==> src/rtl/data_bus_pkg.sv <==
// Shared constants and types for the data-bus responder: region codes, timer register map,
// and CTRL bit positions.
package data_bus_pkg;

   localparam logic [3:0] RAM_REGION = 4'h0;
   localparam logic [3:0] TMR_REGION = 4'h1;

   typedef enum logic [2:0] {
      RegCtrl   = 3'd0,
      RegPsc    = 3'd1,
      RegCnt    = 3'd2,
      RegCmp    = 3'd3,
      RegStatus = 3'd4
   } tmr_reg_e;

   localparam int unsigned CTRL_EN      = 0;
   localparam int unsigned CTRL_AUTOCLR = 1;
   localparam int unsigned CTRL_IEN     = 2;

endpackage

==> src/rtl/data_bus_responder_timer.sv <==
// Prescaled 32-bit timer with compare match, sticky match flag and level interrupt.
// Register file is word-selected by sel_i; reads are combinational.
module timer_periph
   import data_bus_pkg::*;
(
   input  logic        clk_i,
   input  logic        rst_ni,
   input  logic        we_i,
   input  logic [2:0]  sel_i,
   input  logic [31:0] wdata_i,
   output logic [31:0] rdata_o,
   output logic        irq_o
);

   logic [2:0]  ctrl_q, ctrl_d;
   logic [15:0] psc_q, psc_d;
   logic [15:0] psc_cnt_q, psc_cnt_d;
   logic [31:0] cnt_q, cnt_d;
   logic [31:0] cmp_q, cmp_d;
   logic        match_q, match_d;

   logic wr_ctrl, wr_psc, wr_cnt, wr_cmp, wr_status;
   logic en, tick, cnt_hit;

   always_comb begin
      wr_ctrl   = we_i && (sel_i == RegCtrl);
      wr_psc    = we_i && (sel_i == RegPsc);
      wr_cnt    = we_i && (sel_i == RegCnt);
      wr_cmp    = we_i && (sel_i == RegCmp);
      wr_status = we_i && (sel_i == RegStatus);
      en        = ctrl_q[CTRL_EN];
      // A PSC write restarts the prescaler and suppresses this cycle's tick.
      tick      = en && !wr_psc && (psc_cnt_q == psc_q);
      cnt_hit   = (cnt_q == cmp_q);

      ctrl_d    = wr_ctrl ? wdata_i[2:0] : ctrl_q;
      psc_d     = wr_psc ? wdata_i[15:0] : psc_q;
      cmp_d     = wr_cmp ? wdata_i : cmp_q;

      psc_cnt_d = psc_cnt_q;
      if (wr_psc) begin
         psc_cnt_d = '0;
      end else if (en) begin
         psc_cnt_d = tick ? '0 : psc_cnt_q + 16'd1;
      end

      cnt_d = cnt_q;
      if (wr_cnt) begin
         cnt_d = wdata_i;
      end else if (tick) begin
         cnt_d = (cnt_hit && ctrl_q[CTRL_AUTOCLR]) ? '0 : cnt_q + 32'd1;
      end

      // Set has priority over write-1-to-clear.
      match_d = match_q;
      if (wr_status && wdata_i[0]) begin
         match_d = 1'b0;
      end
      if (tick && cnt_hit) begin
         match_d = 1'b1;
      end
   end

   always_ff @(posedge clk_i) begin
      if (!rst_ni) begin
         ctrl_q    <= '0;
         psc_q     <= '0;
         psc_cnt_q <= '0;
         cnt_q     <= '0;
         cmp_q     <= '0;
         match_q   <= 1'b0;
      end else begin
         ctrl_q    <= ctrl_d;
         psc_q     <= psc_d;
         psc_cnt_q <= psc_cnt_d;
         cnt_q     <= cnt_d;
         cmp_q     <= cmp_d;
         match_q   <= match_d;
      end
   end

   always_comb begin
      rdata_o = '0;
      case (sel_i)
         RegCtrl:   rdata_o = {29'd0, ctrl_q};
         RegPsc:    rdata_o = {16'd0, psc_q};
         RegCnt:    rdata_o = cnt_q;
         RegCmp:    rdata_o = cmp_q;
         RegStatus: rdata_o = {31'd0, match_q};
         default:   rdata_o = '0;
      endcase
      irq_o = match_q & ctrl_q[CTRL_IEN];
   end

endmodule

==> src/rtl/data_bus_responder.sv <==
// Data-bus responder: decodes the core's data address into the on-chip RAM and the timer.
// No handshake; reads are combinational and writes land on the next rising edge.
module data_bus_responder
   import data_bus_pkg::*;
#(
   parameter int unsigned RAM_WORDS = 64
) (
   input  logic        clk,
   input  logic        reset,
   input  logic        dataWe,
   input  logic [31:0] dataAddr,
   input  logic [31:0] dataWData,
   output logic [31:0] dataRData,
   output logic        timerIrq
);

   localparam int unsigned AW = $clog2(RAM_WORDS);

   logic [3:0]    region;
   logic [AW-1:0] ram_idx;
   logic          ram_hit, tmr_hit, tmr_we;
   logic [31:0]   tmr_rdata;
   logic [31:0]   ram_q [RAM_WORDS];
   logic          unused_addr;

   always_comb begin
      region  = dataAddr[31:28];
      ram_idx = dataAddr[AW+1:2];
      ram_hit = (region == RAM_REGION);
      tmr_hit = (region == TMR_REGION);
      tmr_we  = dataWe && tmr_hit;
   end

   // Upper in-region offset bits alias; byte offset is ignored.
   assign unused_addr = ^{dataAddr[27:AW+2], dataAddr[1:0]};

   always_ff @(posedge clk) begin
      if (dataWe && ram_hit) begin
         ram_q[ram_idx] <= dataWData;
      end
   end

   timer_periph u_timer (
      .clk_i   (clk),
      .rst_ni  (reset),
      .we_i    (tmr_we),
      .sel_i   (dataAddr[4:2]),
      .wdata_i (dataWData),
      .rdata_o (tmr_rdata),
      .irq_o   (timerIrq)
   );

   always_comb begin
      dataRData = '0;
      case (region)
         RAM_REGION: dataRData = ram_q[ram_idx];
         TMR_REGION: dataRData = tmr_rdata;
         default:    dataRData = '0;
      endcase
   end

endmodule

==> config.mk <==
export PLATFORM = sky130hd
export DESIGN_NAME = data_bus_responder
export DESIGN_NICKNAME = d
export VERILOG_FILES = /design/src/rtl/data_bus_pkg.sv /design/src/rtl/data_bus_responder_timer.sv /design/src/rtl/data_bus_responder.sv
export SDC_FILE = /design/constraint.sdc
export NUM_CORES = 2
export LEC_CHECK = 0
export BUFFER_PORTS_ARGS = -buffer_cell sky130_fd_sc_hd__clkbuf_2
export CAP_MARGIN = 20
export CORE_ASPECT_RATIO = 0.5
export CORE_MARGIN = 1.5
export CORE_UTILIZATION = 30
export CTS_BUF_LIST = sky130_fd_sc_hd__clkbuf_4
export DETAILED_ROUTE_END_ITERATION = 7
export GPL_TIMING_DRIVEN = 0
export HOLD_SLACK_MARGIN = 0.03
export PLACE_DENSITY = 0.56
export SYNTH_ARGS = -nofsm -noshare
export SYNTH_HDL_FRONTEND = slang
export SYNTH_SLANG_ARGS = --single-unit
==> constraint.sdc <==
create_clock -name clk -period 3.8 [get_ports clk]
set_input_delay 0.57 -clock clk [delete_from_list [all_inputs] [get_ports clk]]
set_output_delay 0.57 -clock clk [all_outputs]
set_load 0.01 [all_outputs]
; Yosys cells after proc, flatten, opt, wreduce, memory -nomap -nowiden
; Memory sizes are Yosys's and may differ from the RTL's.
; Cells that the tools add are included.
[word_totals]
regBits = 100
ramBits = 2048
out_inout_bits = 33
word_cells = 46
mem_count = 1
[mem_list]
columns = name, words, word_bits, rd, rd_ports_with_merged_regs, write_ports, line_no
row1 = ram_q, 64, 32, 1, 0, 1, data_bus_responder.sv:23  ; logic [31:0] ram_q [RAM_WORDS];
[op_classes]
addsub = 2
eq_ne = 7
n_mux = 10
bitwise = 2
n_reduce_logical = 18
[ops]
columns = cell, n
row1 = $pmux W32 S5, 1
row2 = $mux W32, 3
row3 = $pmux W32 S2, 1
row4 = $add A32 B1 Y32 const B, 1
row5 = $eq A32 B32 Y1, 1
row6 = $add A16 B1 Y16 const B, 1
row7 = $eq A16 B16 Y1, 1
row8 = $mux W16, 1
row9 = $logic_and A1 B1 Y1, 12
row10 = $eq A3 B2 Y1 const B, 2
row11 = $eq A4 B1 Y1 const B, 1
row12 = $logic_not A4 Y1, 1
row13 = $mux W1, 4
row14 = $reduce_bool A2 Y1, 2
row15 = $eq A3 B1 Y1 const B, 1
row16 = $eq A3 B3 Y1 const B, 1
row17 = $logic_not A3 Y1, 1
row18 = $reduce_or A2 Y1, 1
row19 = $and A1 B1 Y1, 1
row20 = $logic_not A1 Y1, 1
row21 = $not A1 Y1, 1

; Depth between registers and ports, before layout
[depth]
depth_word = 8
ltp_mapped = 12
depth_no_buf = 7

; Cells and area by module
; From an unflattened synthesis, not the netlist that was laid out.
[hier_totals]
cells_unflattened = 5238
hier_area_um2 = 84511.1
[modules_own_cells]
columns = module, n_inst, cells_each, area_each_um2
row1 = data_bus_responder, 1, 4466, 78420.2
row2 = timer_periph, 1, 772, 6090.8

; Least setup slack after synthesis
; OpenSTA, ideal clock, no wires.
[synth_path]
path_type = input-to-reg
start = input dataAddr[2]
end = memory ram_q[11][0], enable pin
arrival_ns = 3.586
required_ns = 3.379
setup_slack_ns = -0.208
cell_stages = 10
path_cell_list = buf_6 > buf_6 > buf_6 > buf_4 > buf_4 > buf_4 > buf_4 > buf_4 > nand3_1 > nor2_1
[synth_rtl]
columns = element, line_no
row1 = start: declaration, data_bus_responder.sv:11  ; input logic [31:0] dataAddr,
row2 = end: declaration, data_bus_responder.sv:23
; Straight into the memory's write port.

; Final worst setup path
[layout_path]
start = memory ram_q[50][14]
end = output dataRData[14]
[layout_via]
elab_chain_cells = 2
[layout_rtl]
columns = element, line_no
row1 = $mem_v2 Z64 W32, n/a
row2 = $pmux W32 S2, data_bus_responder.sv:55  ; case (region)
row3 = end: declaration, data_bus_responder.sv:13  ; output logic [31:0] dataRData,
; Every way passes these cells.

==> reports/qor_table.md <==
| Parameter | This run | Unit |
|:---|:---|:---|
| Result of the run | complete, but fails checks | - |
| Violated checks | negative setup slack | - |
| Clock insertion delay at the later pin of the skew report | 1.42 | ns |
| Switching share of total power | 23.8 | % |
| Worst clock skew | 0.0847 | ns |
| Clock Path Buffers | 4 | - |
| Leakage | 0.0324 | uW |
| Placement Cell Area | 93400 | sq um |
| Data arrival time of the critical path | 4.10 | ns |
| Die outline width | 752 | microns |
| CTS tree | done | - |
| Drt via density | 5.63 | - |
| Launching element type of the critical path | flop | - |
| Yosys warns | 0 | - |
| Most frequent cells in the layout | edfxtp_1, clkbuf_4, mux4_2 | - |
| Post-synth top area cell | edfxtp_1 | - |
| Cell area after synthesis | 84300 | sq um |
| Final cell area excluding filler cells | 103000 | sq um |
| Dominant cells by area after synthesis | edfxtp_1, mux4_2, dfxtp_1 | - |
| Detailed-route via count | 50470 | - |
| Share of power burned in combinational logic | 6.6 | % |
| Total clock buffers created by CTS | 557 | - |
| Number of buffers added on ports | 74 | - |
| Overall fraction of global-route tracks in use | 21.8 | % |
| DRT iter0 DRCs | 8654 | - |
| Std-Cell Rows | 137 | - |
| Maximum number of pins on one net before global-route repair | 70 | - |
| Tightest Pin Transition | 1.20 | ns |
| Leading register cell type out of synthesis | edfxtp_1 | - |
| Pint | 36900 | uW |
| Number of maximum-capacitance constraint violations | 0 | - |
| IR drop worst, VDD | 0.378 | mV |
| Shortest clock period the worst path allows after layout | 4.67 | ns |
| Syn-to-layout area delta | 21.9 | % |
| Leading cell type in the layout, fill and taps excluded | edfxtp_1 | - |
| Detailed-routed wire length on met3 | 44.0 | mm |
| Master cell of the clock root buffer | clkbuf_4 | - |
| FFs w/ async S/R, synth | 0 | % |
| Met2 wirelength from detailed routing | 140 | mm |
| GRT overflow | 0 | - |
| Floorplan Core Area | 279000 | sq um |
| Slew HR | 19.8 | % |
| Initial antenna violation count | 26 | - |
| Effective utilization at floorplan | 30.2 | % |
| Synthesized flop and latch total | 2148 | - |
| Final Cycle Share | 123 | % |
| Antenna-violating nets left | 0 | - |
| Final HPWL from detailed placement | 213 | mm |
| RSZ-0062 raised after global routing | yes | - |
| Placed instance count | 8015 | - |
| R2R setup slack | 0.68 | ns |
| Final layout net count | 4930 | - |
| Share of power burned in the clock network | 39.8 | % |
| Die Footprint | 284000 | sq um |
| Post-CTS setup buffer count | 0 | - |
| Clock tree sinks | 2148 | - |
| DR top layer | met5 | - |
| Count of unique library cells instantiated by Yosys | 71 | - |
| Share of synthesized area occupied by flip-flops and latches | 75.4 | % |
| Total wire length after detailed routing | 317 | mm |
| Wire length of the first global-routing pass | 420 | mm |
| Largest fanout of any net on the critical path | 1 | - |
| DRC violations left | 0 | - |
| Highest clock rate | 0.214 | GHz |
| Synthesized instance count | 4021 | - |
| Mean cell area of the mapped netlist | 21.0 | sq um |
| Switching power summed over all nets | 11500 | uW |
| Clk slew on worst S/H paths | 0.07 | ns |
| Number of iterations in the first detailed-routing pass | 8 | - |
| Worst Setup End Kind | output port | - |
| Post-detailed-route wirelength per cell | 35.3 | microns |
| Hold violation count in the final report | 0 | - |
| Pwr dens | 472 | nW/um^2 |
| Sequential group share of total power | 53.6 | % |
| CP Class | reg2out | - |
| Routed metal-1 wire length | 116 | mm |
| Post-route worst setup slack | -0.872 | ns |
| Layout Cells excl Fill | 8966 | - |
| Number of global-route vias before repair | 49215 | - |
| Top cell type's share of synthesized area | 73.0 | % |
| Min-Delay Path Class | in2reg | - |
| Count of final setup violators | 44 | - |
| Y dimension of the die | 378 | microns |
| Final estimated routing congestion in global placement | 0.895 | - |
| WP data required | 3.23 | ns |
| Count of pins over their slew limit | 0 | - |
| Number of enable flip-flop cells after synthesis | 2048 | - |
| H-tree Lvls | 6 | - |
| Number of top-level pins | 100 | - |
| Nets in the synthesized netlist | 4090 | - |
| Ratio of cells with drive above 1 in the final layout | 39.8 | % |
==> per-stage QoR <==
step                      utilization (%)  power (uW)  hold slack, ns  TNS [ns]  setup slack [ns]
after floorplan                         -       27700           0.458   -138.06            -0.208
after global placement               32.0       29100           0.468  -8338.82             -5.69
after detailed placement             33.5       29200           0.476  -2526.17             -2.88
after CTS                            36.7       48400          0.0334    -10.90            -0.569
after global routing                 36.8       49800          0.0389    -11.72            -0.876
final                                36.8       48400          0.0831    -11.33            -0.872
==> logic make-up after synthesis <==
group                    synth area share [%]
multiplexers                             16.9
XOR/XNOR                                0.676
AO/OA/AOI/OAI                            2.66
buffers and inverters                    1.55
adder cells (fa/ha/maj)                0.0297
flip-flops                               75.4
AND/OR/NAND/NOR                          2.83
==> final timing paths <==
path,start,endpoint,depth (start not counted)
setup / recovery,ram_q[50][14]$_DFFE_PP_,dataRData[14],5
hold / removal,dataWData[16],ram_q[3][16]$_DFFE_PP_,2
setup reg to reg,u_timer.psc_q[7]$_SDFFE_PN0P_,u_timer.psc_cnt_q[13]$_SDFFE_PP0P_,8
hold reg to reg,u_timer.cmp_q[30]$_SDFFE_PN0P_,u_timer.cmp_q[30]$_SDFFE_PN0P_,2
==> Yosys cell counts (23+ instances only) <==
cell and instances:
a211oi_1 37, a21oi_1 75, a22oi_1 48, buf_2 81, buf_4 45, clkbuf_1 74, dfxtp_1 100, edfxtp_1 2048
mux2i_1 177, mux4_2 543, nand2_1 138, nand3_1 45, nand4_1 24, nor2_1 126, nor2b_1 32, o211ai_1 23
o21ai_0 42, o22ai_1 46, xnor2_1 50
==> state kept, by name (all words and copies together) (netlist names) <==
signal and cells:
u_timer.cmp_q 32, u_timer.ctrl_q 3, ram_q 2048, u_timer.cnt_q 32, u_timer.match_q 1, u_timer.psc_q 16
u_timer.psc_cnt_q 16
==> what timing repair did <==
| item | CTS | global route |
|---|---|---|
| pin swaps | 47 | 27 |
| gates resized for setup | 515 | 76 |
| endpoints found under the setup margin | 800 | 32 |
| hold endpoints to repair | 1299 | 0 |
| hold buffers | 40 | 0 |
==> layer usage <==
| layer | vias up | global-route usage (%) |
|---|---|---|
| li1 | 18839 | - |
| met1 | 26684 | 28.3 |
| met2 | 4136 | 33.0 |
| met3 | 803 | 7.40 |
| met4 | 8 | 10.4 |
| met5 | - | 0 |
==> worst max-delay path: stages, from the launching register on <==
cell      delay, ns
edfxtp_1       0.36
mux4_2         0.45
mux4_2         0.59
o211ai_1       0.75
o211ai_1       0.31
clkbuf_2       0.22
==> power groups by stage <==
stage	Clock, uW	Sequential, uW	Combinational, uW
after floorplan	0	26500	1290
after detailed placement	0	26500	2790
after global placement	0	26500	2610
final	19300	25900	3220
after CTS	19400	25900	3100
after global routing	20600	25900	3250
==> layout make-up <==
type	count	area, sq um
flip-flops and latches	2148	63500
clock buffers	793	5950
repair buffers	282	4430
inverters	5	18.8
diodes	22	55.1
well taps	3753	4700
multi-input cells	1631	21400
plain buffers	236	2130
fillers	25571	176000
clock inverters	96	504
No activity file was read; power rests on OpenSTA's default activity.
